<file path="config.mk">
export PLATFORM = sky130hd
export DESIGN_NAME = invol_arbiter_flat
export DESIGN_NICKNAME = d
export VERILOG_FILES = /design/src/rtl/invol_arbiter_pkg.sv /design/src/rtl/invol_arbiter_if.sv /design/src/rtl/invol_arbiter_rr_pick.sv /design/src/rtl/invol_arbiter.sv /design/src/flat_wrapper.sv
export SDC_FILE = /design/constraint.sdc
export NUM_CORES = 1
export LEC_CHECK = 0
export ABC_AREA = 1
export CAP_MARGIN = 20
export CORE_MARGIN = 4
export CORE_UTILIZATION = 55
export DETAILED_ROUTE_END_ITERATION = 7
export HOLD_SLACK_MARGIN = 0.15
export PLACE_DENSITY = 0.76
export RECOVER_POWER = 50
export SLEW_MARGIN = 15
export SYNTH_ARGS = -nofsm -noshare
export SYNTH_HDL_FRONTEND = slang
export SYNTH_HIERARCHICAL = 1
export SYNTH_SLANG_ARGS = --single-unit
</file>
<file path="constraint.sdc">
create_clock -name clk -period 4.35 [get_ports clk]
set_clock_uncertainty 0.05 [all_clocks]
set_input_delay 0.87 -clock clk [delete_from_list [all_inputs] [get_ports clk]]
set_output_delay 0.87 -clock clk [all_outputs]
set_load 0.01 [all_outputs]
</file>
<file path="src/rtl/invol_arbiter_pkg.sv">
// -----------------------------------------------------------------------------
// invol_arbiter_pkg
// Shared definitions for the involuntary-send arbiter: unit IDs, index width,
// arbiter state encoding and small index helpers.
// -----------------------------------------------------------------------------
package invol_arbiter_pkg;

    localparam int NUNITS    = 5;
    localparam int UNIT_BITS = $clog2(NUNITS);

    // Requesting units, by bit position in invol_req / unit_done / invol_grant.
    localparam logic [UNIT_BITS-1:0] UNIT_PWM     = UNIT_BITS'(0);
    localparam logic [UNIT_BITS-1:0] UNIT_SYSTEM  = UNIT_BITS'(1);
    localparam logic [UNIT_BITS-1:0] UNIT_STEPPER = UNIT_BITS'(2);
    localparam logic [UNIT_BITS-1:0] UNIT_TMCUART = UNIT_BITS'(3);
    localparam logic [UNIT_BITS-1:0] UNIT_GPIO    = UNIT_BITS'(4);

    typedef enum logic [1:0] {
        ARB_IDLE = 2'd0,
        ARB_WAIT = 2'd1,
        ARB_HOLD = 2'd2
    } arb_state_e;

    // OR-encode a one-hot vector into a binary index. No priority is needed
    // because at most one bit is ever set.
    function automatic logic [UNIT_BITS-1:0] onehot_to_idx(input logic [NUNITS-1:0] oh);
        logic [UNIT_BITS-1:0] idx;
        idx = '0;
        for (int i = 0; i < NUNITS; i++) begin
            if (oh[i]) idx = idx | UNIT_BITS'(i);
        end
        return idx;
    endfunction

    // Round-robin successor; NUNITS is not a power of two, so wrap explicitly.
    function automatic logic [UNIT_BITS-1:0] next_ptr(input logic [UNIT_BITS-1:0] k);
        return (k == UNIT_BITS'(NUNITS - 1)) ? '0 : k + 1'b1;
    endfunction

endpackage

</file>
<file path="src/rtl/invol_arbiter_if.sv">
// -----------------------------------------------------------------------------
// invol_arbiter_if
// Bundle between the requesting units / dispatcher and the arbiter.
//   invol_req   : per-unit level request, held until served
//   path_idle   : dispatcher idle and no inbound message pending
//   unit_done   : per-unit cmd_done pulse
//   invol_grant : one-hot single-cycle grant pulse
//   sel_unit    : index of the unit owning the response path
//   busy        : response path owned by the arbiter
//   timeout     : single-cycle pulse when the watchdog aborts a grant
//   timeout_cnt : saturating abort count
// master = units/dispatcher side, slave = arbiter side.
// -----------------------------------------------------------------------------
interface invol_arbiter_if;
    import invol_arbiter_pkg::*;

    logic [NUNITS-1:0]    invol_req;
    logic                 path_idle;
    logic [NUNITS-1:0]    unit_done;
    logic [NUNITS-1:0]    invol_grant;
    logic [UNIT_BITS-1:0] sel_unit;
    logic                 busy;
    logic                 timeout;
    logic [7:0]           timeout_cnt;

    modport master (
        output invol_req, path_idle, unit_done,
        input  invol_grant, sel_unit, busy, timeout, timeout_cnt
    );

    modport slave (
        input  invol_req, path_idle, unit_done,
        output invol_grant, sel_unit, busy, timeout, timeout_cnt
    );

endinterface

</file>
<file path="src/rtl/invol_arbiter_rr_pick.sv">
// -----------------------------------------------------------------------------
// rr_pick
// Combinational rotate-priority select: the first set bit of req searching
// rr, rr+1, ... NUNITS-1, then wrapping to 0.
//   req   : request vector
//   rr    : round-robin start index
//   pick  : one-hot selected unit (0 when nothing requests)
//   valid : some unit requests
// -----------------------------------------------------------------------------
module rr_pick
    import invol_arbiter_pkg::*;
(
    input  logic [NUNITS-1:0]    req,
    input  logic [UNIT_BITS-1:0] rr,
    output logic [NUNITS-1:0]    pick,
    output logic                 valid
);

    // One extra bit so rr + offset cannot overflow before the wrap.
    logic [UNIT_BITS:0] idx_sum;

    always_comb begin
        // NOTE: every output gets a default before the loop so no path leaves
        // it unassigned; a missing default would infer a latch.
        pick    = '0;
        valid   = 1'b0;
        idx_sum = '0;
        for (int i = 0; i < NUNITS; i++) begin
            idx_sum = {1'b0, rr} + (UNIT_BITS + 1)'(i);
            if (idx_sum >= (UNIT_BITS + 1)'(NUNITS)) idx_sum = idx_sum - (UNIT_BITS + 1)'(NUNITS);
            if (!valid && req[idx_sum[UNIT_BITS-1:0]]) begin
                pick[idx_sum[UNIT_BITS-1:0]] = 1'b1;
                valid                        = 1'b1;
            end
        end
    end

endmodule

</file>
<file path="src/rtl/invol_arbiter.sv">
// -----------------------------------------------------------------------------
// invol_arbiter
// Round-robin owner of the shared response path (send ring + length FIFO).
// Grants one requesting unit only while the dispatcher reports path_idle,
// tracks it until its done pulse, and aborts it with a watchdog so a hung
// unit cannot lock the path.
//   clk   : system clock
//   rst_n : asynchronous active-low reset
//   bus   : invol_arbiter_if.slave (requests, path_idle, done in; grant,
//           sel_unit, busy, timeout, timeout_cnt out)
// Parameters: TIMEOUT = max cycles a grant may stay outstanding,
//             TO_BITS = watchdog counter width.
// -----------------------------------------------------------------------------
module invol_arbiter
    import invol_arbiter_pkg::*;
#(
    parameter int TIMEOUT = 48000,
    parameter int TO_BITS = $clog2(TIMEOUT)
) (
    input  logic           clk,
    input  logic           rst_n,
    invol_arbiter_if.slave bus
);

    arb_state_e           state;
    logic [UNIT_BITS-1:0] rr;
    logic [TO_BITS-1:0]   wdog;
    logic [NUNITS-1:0]    grant_q;
    logic [UNIT_BITS-1:0] sel_q;
    logic                 busy_q;
    logic                 timeout_q;
    logic [7:0]           tcnt_q;

    logic [NUNITS-1:0]    pick;
    logic                 pick_valid;
    logic [UNIT_BITS-1:0] pick_idx;

    rr_pick u_rr_pick (
        .req   (bus.invol_req),
        .rr    (rr),
        .pick  (pick),
        .valid (pick_valid)
    );

    assign pick_idx = onehot_to_idx(pick);

    always_ff @(posedge clk or negedge rst_n) begin
        if (!rst_n) begin
            state     <= ARB_IDLE;
            rr        <= '0;
            wdog      <= '0;
            grant_q   <= '0;
            sel_q     <= '0;
            busy_q    <= 1'b0;
            timeout_q <= 1'b0;
            tcnt_q    <= '0;
        end else begin
            // NOTE: non-blocking assignments so every register below updates
            // from pre-edge values regardless of statement order.
            grant_q   <= '0;
            timeout_q <= 1'b0;
            unique case (state)
                ARB_IDLE: begin
                    if (bus.path_idle && pick_valid) begin
                        grant_q <= pick;
                        sel_q   <= pick_idx;
                        busy_q  <= 1'b1;
                        wdog    <= '0;
                        rr      <= next_ptr(pick_idx);
                        state   <= ARB_WAIT;
                    end
                end
                ARB_WAIT: begin
                    // grant_q is still high only during the grant cycle;
                    // a done sampled then is too early and is ignored.
                    if (bus.unit_done[sel_q] && grant_q == '0) begin
                        state <= ARB_HOLD;
                    end else if (wdog == TO_BITS'(TIMEOUT - 1)) begin
                        timeout_q <= 1'b1;
                        if (tcnt_q != 8'hFF) tcnt_q <= tcnt_q + 8'd1;
                        state <= ARB_HOLD;
                    end else begin
                        wdog <= wdog + 1'b1;
                    end
                end
                ARB_HOLD: begin
                    // One extra busy cycle lets the dispatcher refresh path_idle.
                    busy_q <= 1'b0;
                    state  <= ARB_IDLE;
                end
                default: begin
                    busy_q <= 1'b0;
                    state  <= ARB_IDLE;
                end
            endcase
        end
    end

    assign bus.invol_grant = grant_q;
    assign bus.sel_unit    = sel_q;
    assign bus.busy        = busy_q;
    assign bus.timeout     = timeout_q;
    assign bus.timeout_cnt = tcnt_q;

endmodule

</file>
<file path="src/flat_wrapper.sv">
// flat-port wrapper written by rule: the top's interface ports become plain ports
module invol_arbiter_flat import invol_arbiter_pkg::*;
#(
    parameter int TIMEOUT = 48000,
    parameter int TO_BITS = $clog2(TIMEOUT)
)
  (clk, rst_n, bus_invol_req, bus_path_idle, bus_unit_done, bus_invol_grant, bus_sel_unit, bus_busy, bus_timeout, bus_timeout_cnt);
  invol_arbiter_if bus_i ();
  input  logic clk;
  input  logic rst_n;
  input wire logic [$bits(bus_i.invol_req)-1:0] bus_invol_req;
  input wire logic [$bits(bus_i.path_idle)-1:0] bus_path_idle;
  input wire logic [$bits(bus_i.unit_done)-1:0] bus_unit_done;
  output wire logic [$bits(bus_i.invol_grant)-1:0] bus_invol_grant;
  output wire logic [$bits(bus_i.sel_unit)-1:0] bus_sel_unit;
  output wire logic [$bits(bus_i.busy)-1:0] bus_busy;
  output wire logic [$bits(bus_i.timeout)-1:0] bus_timeout;
  output wire logic [$bits(bus_i.timeout_cnt)-1:0] bus_timeout_cnt;
  assign bus_i.invol_req = bus_invol_req;
  assign bus_i.path_idle = bus_path_idle;
  assign bus_i.unit_done = bus_unit_done;
  assign bus_invol_grant = bus_i.invol_grant;
  assign bus_sel_unit = bus_i.sel_unit;
  assign bus_busy = bus_i.busy;
  assign bus_timeout = bus_i.timeout;
  assign bus_timeout_cnt = bus_i.timeout_cnt;
  invol_arbiter #(.TIMEOUT(TIMEOUT), .TO_BITS(TO_BITS)) u_core (.clk(clk), .rst_n(rst_n), .bus(bus_i));
endmodule
</file>
==> run summary <==
Status: finished, violations left
Failing checks: max-capacitance violations, max-slew violations
Hold buffer count at CTS: 0
Crit-path slowest cell: dfrtp_1
Syn Inst Count: 577
Hold_sp: u_core/wdog[15]$_DFFE_PN0P_
Post-synth EDFFs: 0
Clk Latency, worst-skew pair: 290 ps
Final worst-path setup slack: 723 ps
Crit-path max FO: 17
GRT Overall Usage: 0.220
Max Clock Freq: 276 MHz
Mean Syn Cell Area: 6.46 µm²
Setup total negative slack: 0 ps
Synth Warn #: 6
# Post-CTS Setup Buffers: 0
Final Setup Violations: 0
Post-synthesis sequential area ratio: 0.262
CP arrival: 3810 ps
Final GP Congestion: 0.910
Drc violations: 0
WL final: 9120 µm
Flops & latches, synth: 39
Slew Viols, Final: 40
Worst R2R Path Depth: 17
Period utilization: 0.834
Syn nets: 603
RSZ-0062 raised after global routing: no
CTS Buf Count: 5
Maximum vdd drop: 0.156 mV
Leading area contributor after synthesis: dfrtp_1
Synthesized area: 0.00373 mm²
Area after DPL: 0.00401 mm²
Die W: 90.4 µm
Initial DRC count: 370
CTS tree: done
Worst hold path class: flop to flop
Fin cells: 682
Reg2reg end: u_core/wdog[3]$_DFFE_PN0P_
Setup crit start kind: flop
Tightest Pin Transition: 2070 ps
Leakage: 2.16 nW
Clock sink total: 39
Slew margin rel.: -0.382
Cell breakdown of the critical path: inv_1 > ha_1 > ha_1 > nor2_1 > a21boi_1 > inv_1 > nor3_1 > nand2_1 > nand2_1 > nor2_4 > nor2_4 > o31ai_1 > nand3_2 > nand2_4 > nand2_4 > nand2_1 > nand2_1
Post-CTS resize count: 0
Max Cap Viol: 1
Min Tclk post-route: 3630 ps
Clk buf depth: 2
Routed wire per std cell: 13.4 µm
# H-tree levels: 2
CP Data Required Time: 4530 ps
Port Buffers: 30
Row count: 29
Synth unique cells: 45
DRT antenna net count: 0
Design Power: 0.656 mW
NumNets Final: 630
Synth async-reset ratio: 1.00
Reg2Reg Setup Slack: 720 ps
Most used cell, CP: nand2_1
Root Driver: clkbuf_8
CORE AREA: 0.00646 mm²
Die footprint: 0.00816 mm²
Place WS: 768 ps
Initial Utilization: 0.577
Area grow syn2layout: 9.66%
Via count of the first global-routing pass: 3321
Die H: 90.4 µm
Initial antenna violation count: 0
Worst setup EP type: flop
Global route total overflow: 0
CP endpoint: u_core/wdog[3]$_DFFE_PN0P_
Drt via density: 5.55
First-pass GRT wire length: 15200 µm
Final hold vios: 0
Crit path kind: flop to flop
Synth Flop Type: dfrtp_1
Largest net degree at the start of global routing: 40
Yosys top cell area share: 0.262
Number of diodes: 0
# IOs: 31
Synth area leaders: dfrtp_1 (26%), nand2_1 (17%), nand3_1 (8.3%)
Clock slew at reported path FFs: 80 ps
Pwr/cell area: 160 mW/mm²
Share of layout cells above drive strength 1: 0.0942
CP peak stage delay: 500 ps
Final Util: 0.633
Fillers: 600
Post-placement cell count: 674
Critical path origin: u_core/rr[1]$_DFFE_PN0P_
Via count: 3787
DP HPWL: 6890 µm
Fin Hold WS: 457 ps
Post-Layout Inst Area: 0.00409 mm²
Drt first pass iters: 5
R2r startpoint: u_core/rr[1]$_DFFE_PN0P_
synth_stat cells (7+ instances only):
cell type and number:
nand2_2 16, o21ai_0 10, nand3_2 7, nand3_1 62
nand2_1 168, nor3_1 9, inv_1 75, inv_2 7
nor2_1 80, nand4_1 31, dfrtp_1 39, ha_1 12
logic make-up (layout without fill, tap and decap cells):
family          Yosys count  in the layout  synth area share
compound gates           31             31            0.0513
xor+xnor                  6              6            0.0141
fa+ha+maj                13             13            0.0456
buf+inv                  94            122             0.116
flops                    39             39             0.262
simple gates            394            394             0.511
critical path, delay by kind of cell (launching register included):
family	cells	cell delay [ps]
compound gates	2	370
buf+inv	2	290
simple gates	11	1650
flops	1	500
fa+ha+maj	2	700
state kept, by name (all words and copies together) (netlist names):
register	cells
u_core/wdog	16
u_core/state	2
u_core/rr	3
u_core/bus.timeout_cnt	8
u_core/bus.timeout	1
u_core/bus.busy	1
u_core/bus.sel_unit	3
u_core/bus.invol_grant	5
worst min-delay path by stage:
| stage | end | slack [ps] | cells after the start |
|---|---|---|---|
| floorplan | u_core/wdog[15]$_DFFE_PN0P_ | 410 | 2 |
| global placement | u_core/wdog[15]$_DFFE_PN0P_ | 440 | 2 |
| detailed placement | u_core/wdog[15]$_DFFE_PN0P_ | 440 | 2 |
| CTS | u_core/wdog[15]$_DFFE_PN0P_ | 460 | 2 |
| global route | u_core/bus.timeout_cnt[3]$_DFFE_PN0P_ | 500 | 2 |
| finish | u_core/wdog[15]$_DFFE_PN0P_ | 460 | 2 |
cell usage in the layout (no fill, tap or decap), types with 3 or more instances in the layout:
master           instances
nor3_1                   9
nand4_1                 31
nand3_2                  7
nor2_4                   4
nand3_1                 62
clkbuf_1                 3
o21ai_1                  4
ha_1                    12
dfrtp_1                 39
clkdlybuf4s50_1         20
nor2_1                  80
o21ai_0                 10
xor2_1                   4
inv_1                   75
inv_2                    7
clkbuf_8                 5
a21oi_1                  6
nand2_2                 16
nand2_4                  5
nor2_8                   3
nand2_1                168
dlygate4sd3_1            9
report_power, final:
part	leakage [nW]	internal, mW	switching (mW)
combinational	1.62	0.0194	0.0329
sequential	0.505	0.362	0
clock	0.0422	0.113	0.128
total	2.16	0.494	0.161
cell type report:
cell class	instances	area, µm²	share of cell area
inverters	83	314	0.0768
flip-flops and latches	39	976	0.239
multi-input cells	444	2320	0.567
repair buffers	31	302	0.0737
clock buffers	7	76.3	0.0187
well taps	77	96.3	0.0236
clock inverters	1	5.00	0.00122
routing by layer:
| metal | share of wire | wire [µm] | track usage |
|---|---|---|---|
| met5 | 0 | 0 | 0 |
| met4 | 0.0081 | 74 | 0.0395 |
| met3 | 0.064 | 580 | 0.0342 |
| met2 | 0.44 | 4000 | 0.340 |
| met1 | 0.49 | 4460 | 0.326 |
No activity file was read; power rests on OpenSTA's default activity.
